**config.mk**
```make
export PLATFORM = sky130hd
export DESIGN_NAME = nn_result_axis_tx
export DESIGN_NICKNAME = d
export VERILOG_FILES = /design/src/rtl/nn_result_axis_tx.sv
export SDC_FILE = /design/constraint.sdc
export NUM_CORES = 1
export LEC_CHECK = 0
export BUFFER_PORTS_ARGS = -buffer_cell sky130_fd_sc_hd__buf_2
export CAP_MARGIN = 40
export CORE_UTILIZATION = 35
export CTS_BUF_LIST = sky130_fd_sc_hd__clkbuf_16
export DETAILED_ROUTE_END_ITERATION = 6
export HOLD_SLACK_MARGIN = 0.12
export PLACE_DENSITY = 0.64
export SLEW_MARGIN = 20
export SYNTH_ARGS = -nofsm -noshare
export SYNTH_HDL_FRONTEND = slang
export SYNTH_SLANG_ARGS = --single-unit
export TNS_END_PERCENT = 10
```
**constraint.sdc**
```tcl
create_clock -name clk -period 6.7 [get_ports clk]
set_input_delay 1.675 -clock clk [delete_from_list [all_inputs] [get_ports clk]]
set_output_delay 1.675 -clock clk [all_outputs]
set_load 0.005 [all_outputs]
```
**src/rtl/nn_result_axis_tx.sv**
```systemverilog
// AXI-Stream master serialising one final-layer result vector (+ optional argmax beat) per frame.
// Latency: first beat valid 1 clock after i_valid; beats hold stable under tready backpressure.
module nn_result_axis_tx #(
  parameter int NUM_OUT      = 10,
  parameter int DATA_WIDTH   = 16,
  parameter int TDATA_WIDTH  = 32,
  parameter int CLASS_WIDTH  = 32,
  parameter bit APPEND_CLASS = 1'b1
) (
  input  logic                          clk,
  input  logic                          rst,
  input  logic                          i_valid,
  input  logic [NUM_OUT*DATA_WIDTH-1:0] i_data,
  input  logic                          i_class_valid,
  input  logic [CLASS_WIDTH-1:0]        i_class,
  input  logic                          i_clr_overrun,
  output logic [TDATA_WIDTH-1:0]        m_axis_tdata,
  output logic                          m_axis_tvalid,
  input  logic                          m_axis_tready,
  output logic                          m_axis_tlast,
  output logic                          o_busy,
  output logic                          o_overrun
);

  localparam int CW = (NUM_OUT > 1) ? $clog2(NUM_OUT) : 1;
  localparam logic [CW-1:0] LAST_IDX = CW'(NUM_OUT - 1);

  typedef enum logic [1:0] {IDLE, SEND_DATA, WAIT_CLASS, SEND_CLASS} state_t;

  state_t                        state_q, state_d;
  logic [CW-1:0]                 cnt_q, cnt_d;
  logic [NUM_OUT*DATA_WIDTH-1:0] hold_q, hold_d;
  logic [CLASS_WIDTH-1:0]        class_q, class_d;
  logic                          cap_q, cap_d;
  logic [TDATA_WIDTH-1:0]        tdata_q, tdata_d;
  logic                          tlast_q, tlast_d;
  logic                          ovr_q, ovr_d;

  logic                          hs;
  logic                          last_beat;
  logic                          final_hs;
  logic                          accept;
  logic                          cap_now;
  logic [CLASS_WIDTH-1:0]        class_now;

  function automatic logic [TDATA_WIDTH-1:0] sext_elem(
    input logic [NUM_OUT*DATA_WIDTH-1:0] vec,
    input int                            idx
  );
    logic signed [DATA_WIDTH-1:0] e;
    e = vec[idx*DATA_WIDTH +: DATA_WIDTH];
    return TDATA_WIDTH'(e);
  endfunction

  assign m_axis_tvalid = (state_q == SEND_DATA) || (state_q == SEND_CLASS);
  assign hs            = m_axis_tvalid && m_axis_tready;
  assign last_beat     = (cnt_q == LAST_IDX);
  assign final_hs      = hs && ((state_q == SEND_CLASS) ||
                                ((state_q == SEND_DATA) && last_beat && !APPEND_CLASS));
  // A new frame may start on the very handshake that completes the previous one.
  assign accept        = i_valid && ((state_q == IDLE) || final_hs);
  assign cap_now       = cap_q || i_class_valid;
  assign class_now     = i_class_valid ? i_class : class_q;

  always_comb begin
    state_d = state_q;
    cnt_d   = cnt_q;
    hold_d  = hold_q;
    class_d = class_q;
    cap_d   = cap_q;
    tdata_d = tdata_q;
    tlast_d = tlast_q;
    ovr_d   = ovr_q;

    case (state_q)
      SEND_DATA: begin
        if (hs) begin
          if (last_beat) begin
            tlast_d = 1'b0;
            if (!APPEND_CLASS) begin
              state_d = IDLE;
            end else if (cap_now) begin
              state_d = SEND_CLASS;
              tdata_d = TDATA_WIDTH'(class_now);
              tlast_d = 1'b1;
            end else begin
              state_d = WAIT_CLASS;
            end
          end else begin
            cnt_d   = cnt_q + CW'(1);
            tdata_d = sext_elem(hold_q, int'(cnt_q) + 1);
            tlast_d = !APPEND_CLASS && ((cnt_q + CW'(1)) == LAST_IDX);
          end
        end
      end
      WAIT_CLASS: begin
        if (i_class_valid) begin
          state_d = SEND_CLASS;
          tdata_d = TDATA_WIDTH'(i_class);
          tlast_d = 1'b1;
        end
      end
      SEND_CLASS: begin
        if (hs) begin
          state_d = IDLE;
          tlast_d = 1'b0;
        end
      end
      default: ;
    endcase

    if (accept) begin
      state_d = SEND_DATA;
      cnt_d   = '0;
      hold_d  = i_data;
      cap_d   = 1'b0;
      tdata_d = sext_elem(i_data, 0);
      tlast_d = !APPEND_CLASS && (NUM_OUT == 1);
    end

    // Class beat is taken from tdata_q, so re-capturing while it is presented is harmless.
    if (i_class_valid && ((state_q != IDLE) || i_valid)) begin
      class_d = i_class;
      cap_d   = 1'b1;
    end

    if (i_valid && !accept) begin
      ovr_d = 1'b1;
    end else if (i_clr_overrun) begin
      ovr_d = 1'b0;
    end
  end

  always_ff @(posedge clk) begin
    if (rst) begin
      state_q <= IDLE;
      cnt_q   <= '0;
      hold_q  <= '0;
      class_q <= '0;
      cap_q   <= 1'b0;
      tdata_q <= '0;
      tlast_q <= 1'b0;
      ovr_q   <= 1'b0;
    end else begin
      state_q <= state_d;
      cnt_q   <= cnt_d;
      hold_q  <= hold_d;
      class_q <= class_d;
      cap_q   <= cap_d;
      tdata_q <= tdata_d;
      tlast_q <= tlast_d;
      ovr_q   <= ovr_d;
    end
  end

  assign m_axis_tdata = tdata_q;
  assign m_axis_tlast = tlast_q;
  assign o_busy       = (state_q != IDLE);
  assign o_overrun    = ovr_q;

endmodule
```
==> results of run 1 <==
[critical path, stage by stage (launching register included)]
cell and delay [ns]:
dfxtp_4 0.75, ha_1 0.74, and3b_1 0.79, a21o_1 0.29
a31o_1 0.16, buf_4 0.40, nand3b_1 0.18, o41ai_2 0.08
[Yosys cell counts (all sizes together), types with 6 or more instances]
master / instances
a211oi: 33
mux2: 18
nand3b: 15
dfxtp: 217
a22o: 15
nand2: 372
buf: 66
o41ai: 15
a21oi: 213
o211ai: 15
nor2: 58
mux2i: 78
o221ai: 17
nor2b: 6
nor3: 7
nor4b: 15
clkbuf: 51
a22oi: 15
[worst max-delay path by stage]
stage | start | end | slack (ns)
global placement | i_class_valid | m_axis_tdata[18] | 2.53
CTS | cnt_q[0] | m_axis_tdata[8] | 3.15
finish | cnt_q[0] | m_axis_tdata[8] | 3.18
detailed placement | m_axis_tready | m_axis_tdata[0] | 2.78
floorplan | i_class_valid | m_axis_tdata[21] | 3.75
global route | cnt_q[0] | m_axis_tdata[8] | 3.02
[stage by stage]
stage                     hold WS [ns]  area (sq um)  setup slack (ns)
after global routing            0.4656         12270             3.015
after floorplan                 0.4316         10220             3.746
after CTS                       0.4536         12260             3.149
after global placement          0.4390         11450             2.535
final                           0.4513         12280             3.176
after detailed placement        0.4456         11530             2.780
[report_power, final]
group | internal, W | switching (W) | total, W
sequential | 0.00137 | 0.0000447 | 0.00142
combinational | 0.000174 | 0.000254 | 0.000428
clock | 0.000710 | 0.000538 | 0.00125
total | 0.00225 | 0.000837 | 0.00309
[routing by layer]
layer  part of all wire, %  track usage [%]  up-vias
met1                    43            26.68     4303
met5                 0.032                0        -
met2                    47            34.41      279
met3                   6.8            4.376       47
li1                      -                -     4677
met4                   2.4            5.420        2
[cell type report]
| cell class | count | area [sq um] |
|---|---|---|
| timing repair buffer | 251 | 1376 |
| antenna | 4 | 10.01 |
| multi-input combinational | 924 | 5326 |
| clock buffer | 25 | 625.6 |
| inverter | 3 | 11.26 |
| tap | 384 | 480.5 |
| sequential | 217 | 4348 |
| clock inverter | 17 | 103.9 |
| fill | 2979 | 16420 |
[state kept, by name, summed over array words and instances, names as in the netlist]
signal and count:
hold_q 144, class_q 32, m_axis_tdata 32, cnt_q 4, state_q 2, cap_q 1
m_axis_tlast 1, o_overrun 1
[cell usage in the layout, fill, tap and decap left out, drive strengths merged, types with 2 or more instances in the layout]
cell type | netlist | final
o221ai | 17 | 17
o21a | 2 | 2
nor2 | 58 | 58
nor2b | 6 | 6
a22oi | 15 | 15
nor3 | 7 | 7
ha | 2 | 2
nand2b | 5 | 5
mux2 | 18 | 18
a21oi | 213 | 213
a211oi | 33 | 33
o22ai | 2 | 2
xor2 | 2 | 2
a21o | 2 | 2
dfxtp | 217 | 217
nand2 | 372 | 372
o211ai | 15 | 15
diode | 0 | 4
nand3b | 15 | 15
a22o | 15 | 15
buf | 66 | 251
mux2i | 78 | 78
clkbuf | 51 | 25
a31oi | 2 | 2
nor4b | 15 | 15
o41ai | 15 | 15
clkinv | 0 | 11
inv | 3 | 8
o21ai | 2 | 2
nand3 | 3 | 3
[kinds of logic (layout without fill, tap and decap cells)]
family	after synthesis	in the layout
adders and majority gates	2	2
xor gates and xnor gates	3	3
and+or+nand+nor	485	485
DFF	217	217
other	0	4
AOI/OAI and AO/OA	338	338
buffers and inverters	120	296
muxes	96	96
==> run_results.csv, run 1 <==
group,metric,value,unit
outcome,status,"finished, final reports clean",
finish,nets,1622,
sta,finClkSkew,0.009964,ns
floorplan,io_pins,234,
logic_synthesis,synth-compound-area-share,22.04,%
place,portBuffers,233,
sta,finalHoldViolCount,0,
worst_hold_path,hp-start,"class_q[21]",
drt,drc,0,
setup_path,crit-reg2reg-launch,"cnt_q[0]",
logic_synthesis,yosysUniqueCellTypes,45,
sta,slew_headroom,41.75,%
floorplan,die_y,172.9,microns
drt,drt-pass1-iter-count,5,
logic_synthesis,synth_top_area_share,42.51,%
drt,num_vias,9308,
sta,fin_crit_sh,52.59,%
floorplan,die_area,0.02989,sq mm
clock_tree,insertion_delay,0.52,ns
clock_tree,root_buffer,"clkbuf_16",
global_routing,grt_first_pass_wirelength,48750,microns
sta,slew_viol_final,0,
setup_path,critPathLaunchType,"flop",
logic_synthesis,ys_seq_area_share,42.51,%
sta,tightest_slew,0.8737,ns
clock_tree,cts_setup_buffers,0,
setup_path,cp.required,7.12,ns
logic_synthesis,synthMuxAreaShare,9.623,%
power,p_per_area,251.7,mW/mm^2
clock_tree,cts_buffers,25,
finish,drive_gt1_share,23.24,%
clock_tree,cts_max_path_buffers,3,
finish,instances_no_fill,1825,
drt,avgRoutedWirePerCell,17.28,microns
worst_hold_path,hold_depth,2,
setup_path,cp.arrival,3.94,ns
clock_tree,cts.clk_slew.worst_paths,0.06,ns
power,leakage,4.770,nW
sta,rsz0062_at_grt,"false",
global_routing,antenna_found_initial,4,
logic_synthesis,synth-xor-area-share,0.2571,%
logic_synthesis,synth_largest_area_cell,"dfxtp_1",
power,power,0.003091,W
logic_synthesis,yosys.area_share.simple,19.66,%
global_routing,grt_pass1_vias,8891,
setup_path,endpoint_kind,"flop",
setup_path,crit_fanout,36,
global_routing,gr-total-overflow,0,
power,ir_drop,0.1294,mV
sta,final-setup-viol-count,0,
floorplan,die_w,172.9,microns
global_routing,grt_max_degree,134,
worst_hold_path,worstHoldEndpoint,"class_q[21]",
drt,drtAntennaViolNets,0,
floorplan,core,0.02870,sq mm
logic_synthesis,yosysWarnings,0,
logic_synthesis,synth_fa_ha_area_share,0.2449,%
floorplan,rows,62,
logic_synthesis,synthTopCellsByArea,"dfxtp_1, nand2_1, a21oi_1",
worst_hold_path,worstHoldPathType,"reg -> reg",
clock_tree,hold_buffers,0,
drt,drtIter0Drc,707,
sta,layout_min_cycle_time,3.524,ns
floorplan,start_util,35.61,%
logic_synthesis,netlist_area,0.01022,sq mm
drt,routed_wl,31540,microns
clock_tree,cts-resized-gates,0,
logic_synthesis,synth_edf_count,0,
logic_synthesis,synth_nets,1461,
drt,vias_per_cell,5.100,
finish,fin_util,42.79,%
finish,area_delta_synth_final,20.18,%
sta,timing.fmax,283.8,MHz
global_routing,track_usage,20.53,%
setup_path,critical_path_class,"reg -> reg",
logic_synthesis,ys_ff_latch,217,
sta,setup_tns,0,ns
job,max_cap_viol_count,0,
clock_tree,numClockSinks,217,
place,place_congestion,0.7798,
setup_path,ff2ff_path_depth,7,
clock_tree,cts_tree,"built",
setup_path,r2r_slack,3.18,ns
place,hpwlAfterDp,21900,microns
logic_synthesis,synth_top_family_by_area,"compound AO/OA/AOI/OAI gates",
logic_synthesis,ys.flop_type,"dfxtp_1",
place,dpl.cell_count,1778,
logic_synthesis,syn-instance-count,1261,
setup_path,r2r_end,"m_axis_tdata[8]",
logic_synthesis,async_flop_share,0,%
logic_synthesis,synth.avg_cell_area,8.105,sq um
clock_tree,cts-htree-levels,1,
Power figures use the tool's default switching activity.
==> run 2, diff against run 1 <==
==> constraint.sdc (replaced) <==
create_clock -name clk -period 3.4 [get_ports clk]
set_input_delay 0.85 -clock clk [delete_from_list [all_inputs] [get_ports clk]]
set_output_delay 0.85 -clock clk [all_outputs]
set_load 0.005 [all_outputs]
==> run_results.csv, run 2 (same netlist as run 1, synthesis figures left out) <==
group,metric,value,unit
global_routing,grt_max_degree,150,
sta,slew_headroom,48.84,%
clock_tree,cts_buffers,26,
floorplan,core,0.02870,sq mm
floorplan,die_area,0.02989,sq mm
setup_path,endpoint_kind,"flop",
finish,multi_input_area,0.005326,sq mm
setup_path,cp.arrival,3.12,ns
floorplan,die_w,172.9,microns
finish,nFillCells,3002,
floorplan,io_pins,234,
global_routing,antenna_found_initial,5,
worst_hold_path,hp-start,"hold_q[93]",
sta,finalHoldViolCount,0,
drt,vias_per_cell,5.141,
setup_path,critical_path_class,"reg -> reg",
power,combPwrFrac,13.7,%
clock_tree,numClockSinks,217,
power,p_per_area,499.9,mW/mm^2
clock_tree,hold_buffers,0,
setup_path,critPathLaunchType,"flop",
global_routing,grt_first_pass_wirelength,48410,microns
clock_tree,cts.clk_slew.worst_paths,0.06,ns
worst_hold_path,hold_depth,2,
floorplan,rows,62,
setup_path,cpPeakStageDelay,0.68,ns
drt,routed_wl,31340,microns
drt,drt-pass1-iter-count,5,
power,netSwitchingFraction,26.52,%
clock_tree,cts_setup_buffers,0,
place,portBuffers,233,
setup_path,crit-reg2reg-launch,"cnt_q[0]",
worst_hold_path,worstHoldEndpoint,"hold_q[93]",
power,p_int,0.004540,W
sta,rsz0062_at_grt,"false",
drt,drtIter0Drc,575,
setup_path,crit_family,"compound AO/OA/AOI/OAI gates",
setup_path,r2r_end,"m_axis_tdata[6]",
setup_path,ff2ff_path_depth,7,
finish,nets,1631,
drt,num_vias,9413,
job,max_cap_viol_count,0,
place,hpwlAfterDp,21980,microns
place,place_congestion,0.8100,
power,p_sw,0.001639,W
finish,register_area,0.004348,sq mm
clock_tree,root_buffer,"clkbuf_16",
global_routing,track_usage,20.36,%
clock_tree,insertion_delay,0.53,ns
setup_path,cp_num_buf_inv,1,
power,ir_drop,0.2885,mV
sta,timing.fmax,370.8,MHz
clock_tree,cts-htree-levels,1,
setup_path,crit_fanout,30,
sta,setup_tns,0,ns
drt,avgRoutedWirePerCell,17.12,microns
sta,slew_viol_final,0,
sta,fin_crit_sh,79.33,%
sta,finClkSkew,0.01387,ns
floorplan,die_y,172.9,microns
finish,top_register,"hold_q",
finish,area_delta_synth_final,20.95,%
power,leakage,4.830,nW
setup_path,cp_cell_sequence,"ha_1 -> and3b_1 -> buf_4 -> a22oi_1 -> o211ai_1 -> a21oi_1 -> o41ai_2",
sta,layout_min_cycle_time,2.697,ns
clock_tree,cts_tree,"built",
floorplan,start_util,35.61,%
global_routing,gr-total-overflow,0,
power,seq_power_share,45.2,%
clock_tree,cts-resized-gates,0,
finish,layout_commonest_cell,"nand2_1",
setup_path,cp.required,3.83,ns
setup_path,slowest_stage,"ha_1",
finish,largest_reg_flops,144,
clock_tree,cts_max_path_buffers,3,
finish,mostFrequentLayoutCells,"nand2_1, buf_2, dfxtp_1",
outcome,status,"finished, final reports clean",
finish,fin_area,0.01236,sq mm
drt,drtAntennaViolNets,0,
sta,tightest_slew,0.7673,ns
sta,timing.final.ws_setup,0.7028,ns
power,clockPowerShare,41.1,%
place,placed_area,0.01158,sq mm
global_routing,grt_pass1_vias,8808,
finish,drive_gt1_share,23.72,%
drt,drc,0,
setup_path,r2r_slack,0.70,ns
worst_hold_path,worstHoldPathType,"reg -> reg",
sta,final-setup-viol-count,0,
place,pre_cts_slack,0.6193,ns
## run 2: changes by cell type in the layout (fill, tap and decap cells not counted), sizes merged
cell	delta
clkbuf	+2
clkinv	-1
diode	-3
buf	+8
## run 2: layer usage
| metal | global-route usage [%] | up-vias | share of wire [%] |
|---|---|---|---|
| met3 | 4.200 | 58 | 6.7 |
| met1 | 26.73 | 4354 | 43 |
| met4 | 5.937 | 6 | 2.6 |
| li1 | - | 4698 | - |
| met5 | 0 | - | 0.14 |
| met2 | 33.62 | 297 | 47 |
## run 2: tightest hold or removal path, stage by stage, from the launching register on
cell and delay [ns]:
dfxtp_1 0.30, nand2_1 0.05, a21oi_1 0.05
## run 2: cell type report
| cell class | count | area share, % |
|---|---|---|
| diodes | 1 | 0.02024 |
| repair buffers | 259 | 11.50 |
| well taps | 384 | 3.887 |
| inverters | 3 | 0.09110 |
| clock inverters | 16 | 0.7693 |
| clock buffers | 27 | 5.466 |
| multi-input cells | 924 | 43.09 |
| flip-flops and latches | 217 | 35.18 |
## run 2: per-stage QoR
stage / power (W) / hold slack, ns / cells / util, %
2_1_floorplan: 0.003356 / 0.4316 / 1261 / -
3_3_place_gp: 0.003677 / 0.4391 / 1785 / 40.31
3_5_place_dp: 0.003695 / 0.4430 / 1786 / 40.33
4_1_cts: 0.006237 / 0.4523 / 1829 / 43.02
5_1_grt: 0.006449 / 0.4679 / 1830 / 43.06
6_report: 0.006179 / 0.4507 / 1831 / 43.06
## run 2: worst max-delay path by stage
stage,start,cells after the start,slack (ns),end
after floorplan,cnt_q[1],13,0.94,m_axis_tdata[21]
after global placement,i_class_valid,6,0.69,m_axis_tdata[9]
after detailed placement,i_class_valid,6,0.62,m_axis_tdata[1]
after CTS,cnt_q[0],5,0.70,m_axis_tdata[30]
after global routing,cnt_q[0],5,0.51,m_axis_tdata[26]
final,cnt_q[0],7,0.70,m_axis_tdata[6]
## run 2: power groups by stage
stage	Sequential [W]	Clock, W	Combinational [W]
detailed placement	0.00285	0	0.000849
global route	0.00281	0.00271	0.000932
floorplan	0.00282	0	0.000536
CTS	0.00279	0.00259	0.000852
finish	0.00279	0.00254	0.000846
global placement	0.00284	0	0.000835
==> run 3, diff against run 2 <==
==> constraint.sdc (replaced) <==
create_clock -name clk -period 2.5 [get_ports clk]
set_input_delay 0.625 -clock clk [delete_from_list [all_inputs] [get_ports clk]]
set_output_delay 0.625 -clock clk [all_outputs]
set_load 0.005 [all_outputs]
==> run_results.csv, run 3 (same netlist as run 1, synthesis figures left out) <==
group,metric,value,unit
outcome,status,"complete, but fails checks",
outcome,failed_checks,"design-rule violations",
setup_path,ff2ff_path_depth,6,
setup_path,cp_num_buf_inv,2,
global_routing,track_usage,20.72,%
drt,avgRoutedWirePerCell,17.37,microns
finish,drive_gt1_share,24.71,%
sta,finalHoldViolCount,0,
finish,nFillCells,2933,
worst_hold_path,worstHoldPathType,"in -> reg",
global_routing,grt_max_degree,85,
setup_path,cp.arrival,1.51,ns
clock_tree,cts_max_path_buffers,3,
clock_tree,cts_setup_buffers,0,
place,portBuffers,233,
finish,area_delta_synth_final,23.69,%
drt,drt-pass1-iter-count,7,
setup_path,slowest_stage,"dfxtp_1",
finish,largest_reg_flops,144,
setup_path,cp.required,1.88,ns
finish,layout_commonest_cell,"nand2_1",
place,pre_cts_slack,0.1532,ns
power,p_per_area,699.7,mW/mm^2
clock_tree,numClockSinks,217,
drt,drc,4,
floorplan,start_util,35.61,%
drt,routed_wl,32150,microns
finish,nets,1645,
drt,vias_per_cell,5.155,
finish,fin_util,44.04,%
sta,rsz0062_at_grt,"false",
floorplan,core,0.02870,sq mm
setup_path,critPathLaunchType,"flop",
sta,layout_min_cycle_time,2.134,ns
setup_path,endpoint_kind,"primary output",
setup_path,path_depth,3,
place,place_congestion,0.8666,
setup_path,r2r_slack,0.37,ns
setup_path,crit_fanout,9,
power,leakage,4.967,nW
setup_path,critical_path_class,"reg -> out",
drt,num_vias,9542,
floorplan,die_w,172.9,microns
sta,slew_viol_final,0,
setup_path,r2r_end,"class_q[17]",
sta,setup_tns,0,ns
drt,drtAntennaViolNets,0,
clock_tree,cts_tree,"built",
clock_tree,hold_buffers,0,
clock_tree,cts-htree-levels,1,
power,ir_drop,0.4649,mV
floorplan,io_pins,234,
drt,drtIter0Drc,660,
job,max_cap_viol_count,0,
setup_path,crit_family,"flip-flops",
finish,top_register,"hold_q",
floorplan,rows,62,
finish,register_area,0.004348,sq mm
setup_path,cpPeakStageDelay,0.40,ns
clock_tree,insertion_delay,0.53,ns
global_routing,gr-total-overflow,0,
sta,timing.fmax,468.7,MHz
global_routing,grt_pass1_vias,9093,
finish,multi_input_area,0.005326,sq mm
setup_path,crit_path_start,"state_q[0]",
clock_tree,root_buffer,"clkbuf_16",
global_routing,antenna_found_initial,6,
sta,fin_crit_sh,85.35,%
sta,slew_headroom,47.72,%
place,hpwlAfterDp,22930,microns
sta,final-setup-viol-count,0,
clock_tree,cts.clk_slew.worst_paths,0.06,ns
sta,tightest_slew,0.7841,ns
clock_tree,cts_buffers,26,
global_routing,grt_first_pass_wirelength,49310,microns
floorplan,die_y,172.9,microns
setup_path,endpoint,"o_busy",
clock_tree,cts-resized-gates,0,
setup_path,crit-reg2reg-launch,"state_q[0]",
finish,mostFrequentLayoutCells,"nand2_1, buf_2, dfxtp_1",
sta,finClkSkew,0.009781,ns
floorplan,die_area,0.02989,sq mm
sta,timing.final.ws_setup,0.3663,ns
setup_path,cp_cell_sequence,"nor2_1 -> inv_1 -> buf_2",
[run 3: cell types whose count changed in the layout (fill, tap and decap cells not counted), sizes merged]
| cell | delta |
|---|---|
| diode | +1 |
| clkinv | +2 |
| inv | -1 |
| buf | +14 |
| bufinv | +3 |
| clkinvlp | +1 |
[run 3: worst reg2reg max path: stages (launching register included)]
cell and delay (ns):
dfxtp_1 0.40, nor2_1 0.29, inv_1 0.13, o21ai_2 0.63, buf_4 0.38, nand2_1 0.08, a21oi_1 0.14
[run 3: report_power, final]
group	total [W]	leakage [nW]	switching [W]	internal, W
Sequential	0.00379	1.78	0.000116	0.00367
Clock	0.00387	0.442	0.00151	0.00236
Combinational	0.00119	2.74	0.000688	0.000500
[run 3: worst min-delay path by stage]
stage | slack, ns | depth (start not counted) | startpoint | to
finish | 0.33 | 3 | i_data[85] | hold_q[85]
global route | 0.33 | 3 | i_data[115] | hold_q[115]
CTS | 0.31 | 3 | i_data[85] | hold_q[85]
detailed placement | 0.44 | 2 | hold_q[79] | hold_q[79]
global placement | 0.44 | 2 | class_q[7] | class_q[7]
floorplan | 0.43 | 2 | hold_q[144] | hold_q[144]
[run 3: area by class of cell]
type	count	area share, %
clock buffers	27	5.345
diodes	2	0.03959
well taps	384	3.801
repair buffers	273	12.60
inverters	3	0.08908
flip-flops and latches	217	34.40
clock inverters	21	1.594
multi-input cells	924	42.14
[run 3: per-stage QoR]
stage / instances / power, W / instance area, sq um / hold slack, ns
finish: 1851 / 0.008844 / 12640 / 0.3306
CTS: 1849 / 0.008900 / 12640 / 0.3133
floorplan: 1261 / 0.004564 / 10220 / 0.4316
global placement: 1799 / 0.005025 / 11740 / 0.4391
detailed placement: 1801 / 0.005052 / 11760 / 0.4445
global route: 1849 / 0.009188 / 12640 / 0.3285
[run 3: routing by layer]
metal	up-vias	wire [microns]	global-route usage, %
li1	4729	-	-
met1	4457	13860	26.45
met2	293	15400	35.57
met3	55	2042	4.068
met4	8	792	5.420
met5	-	53	0
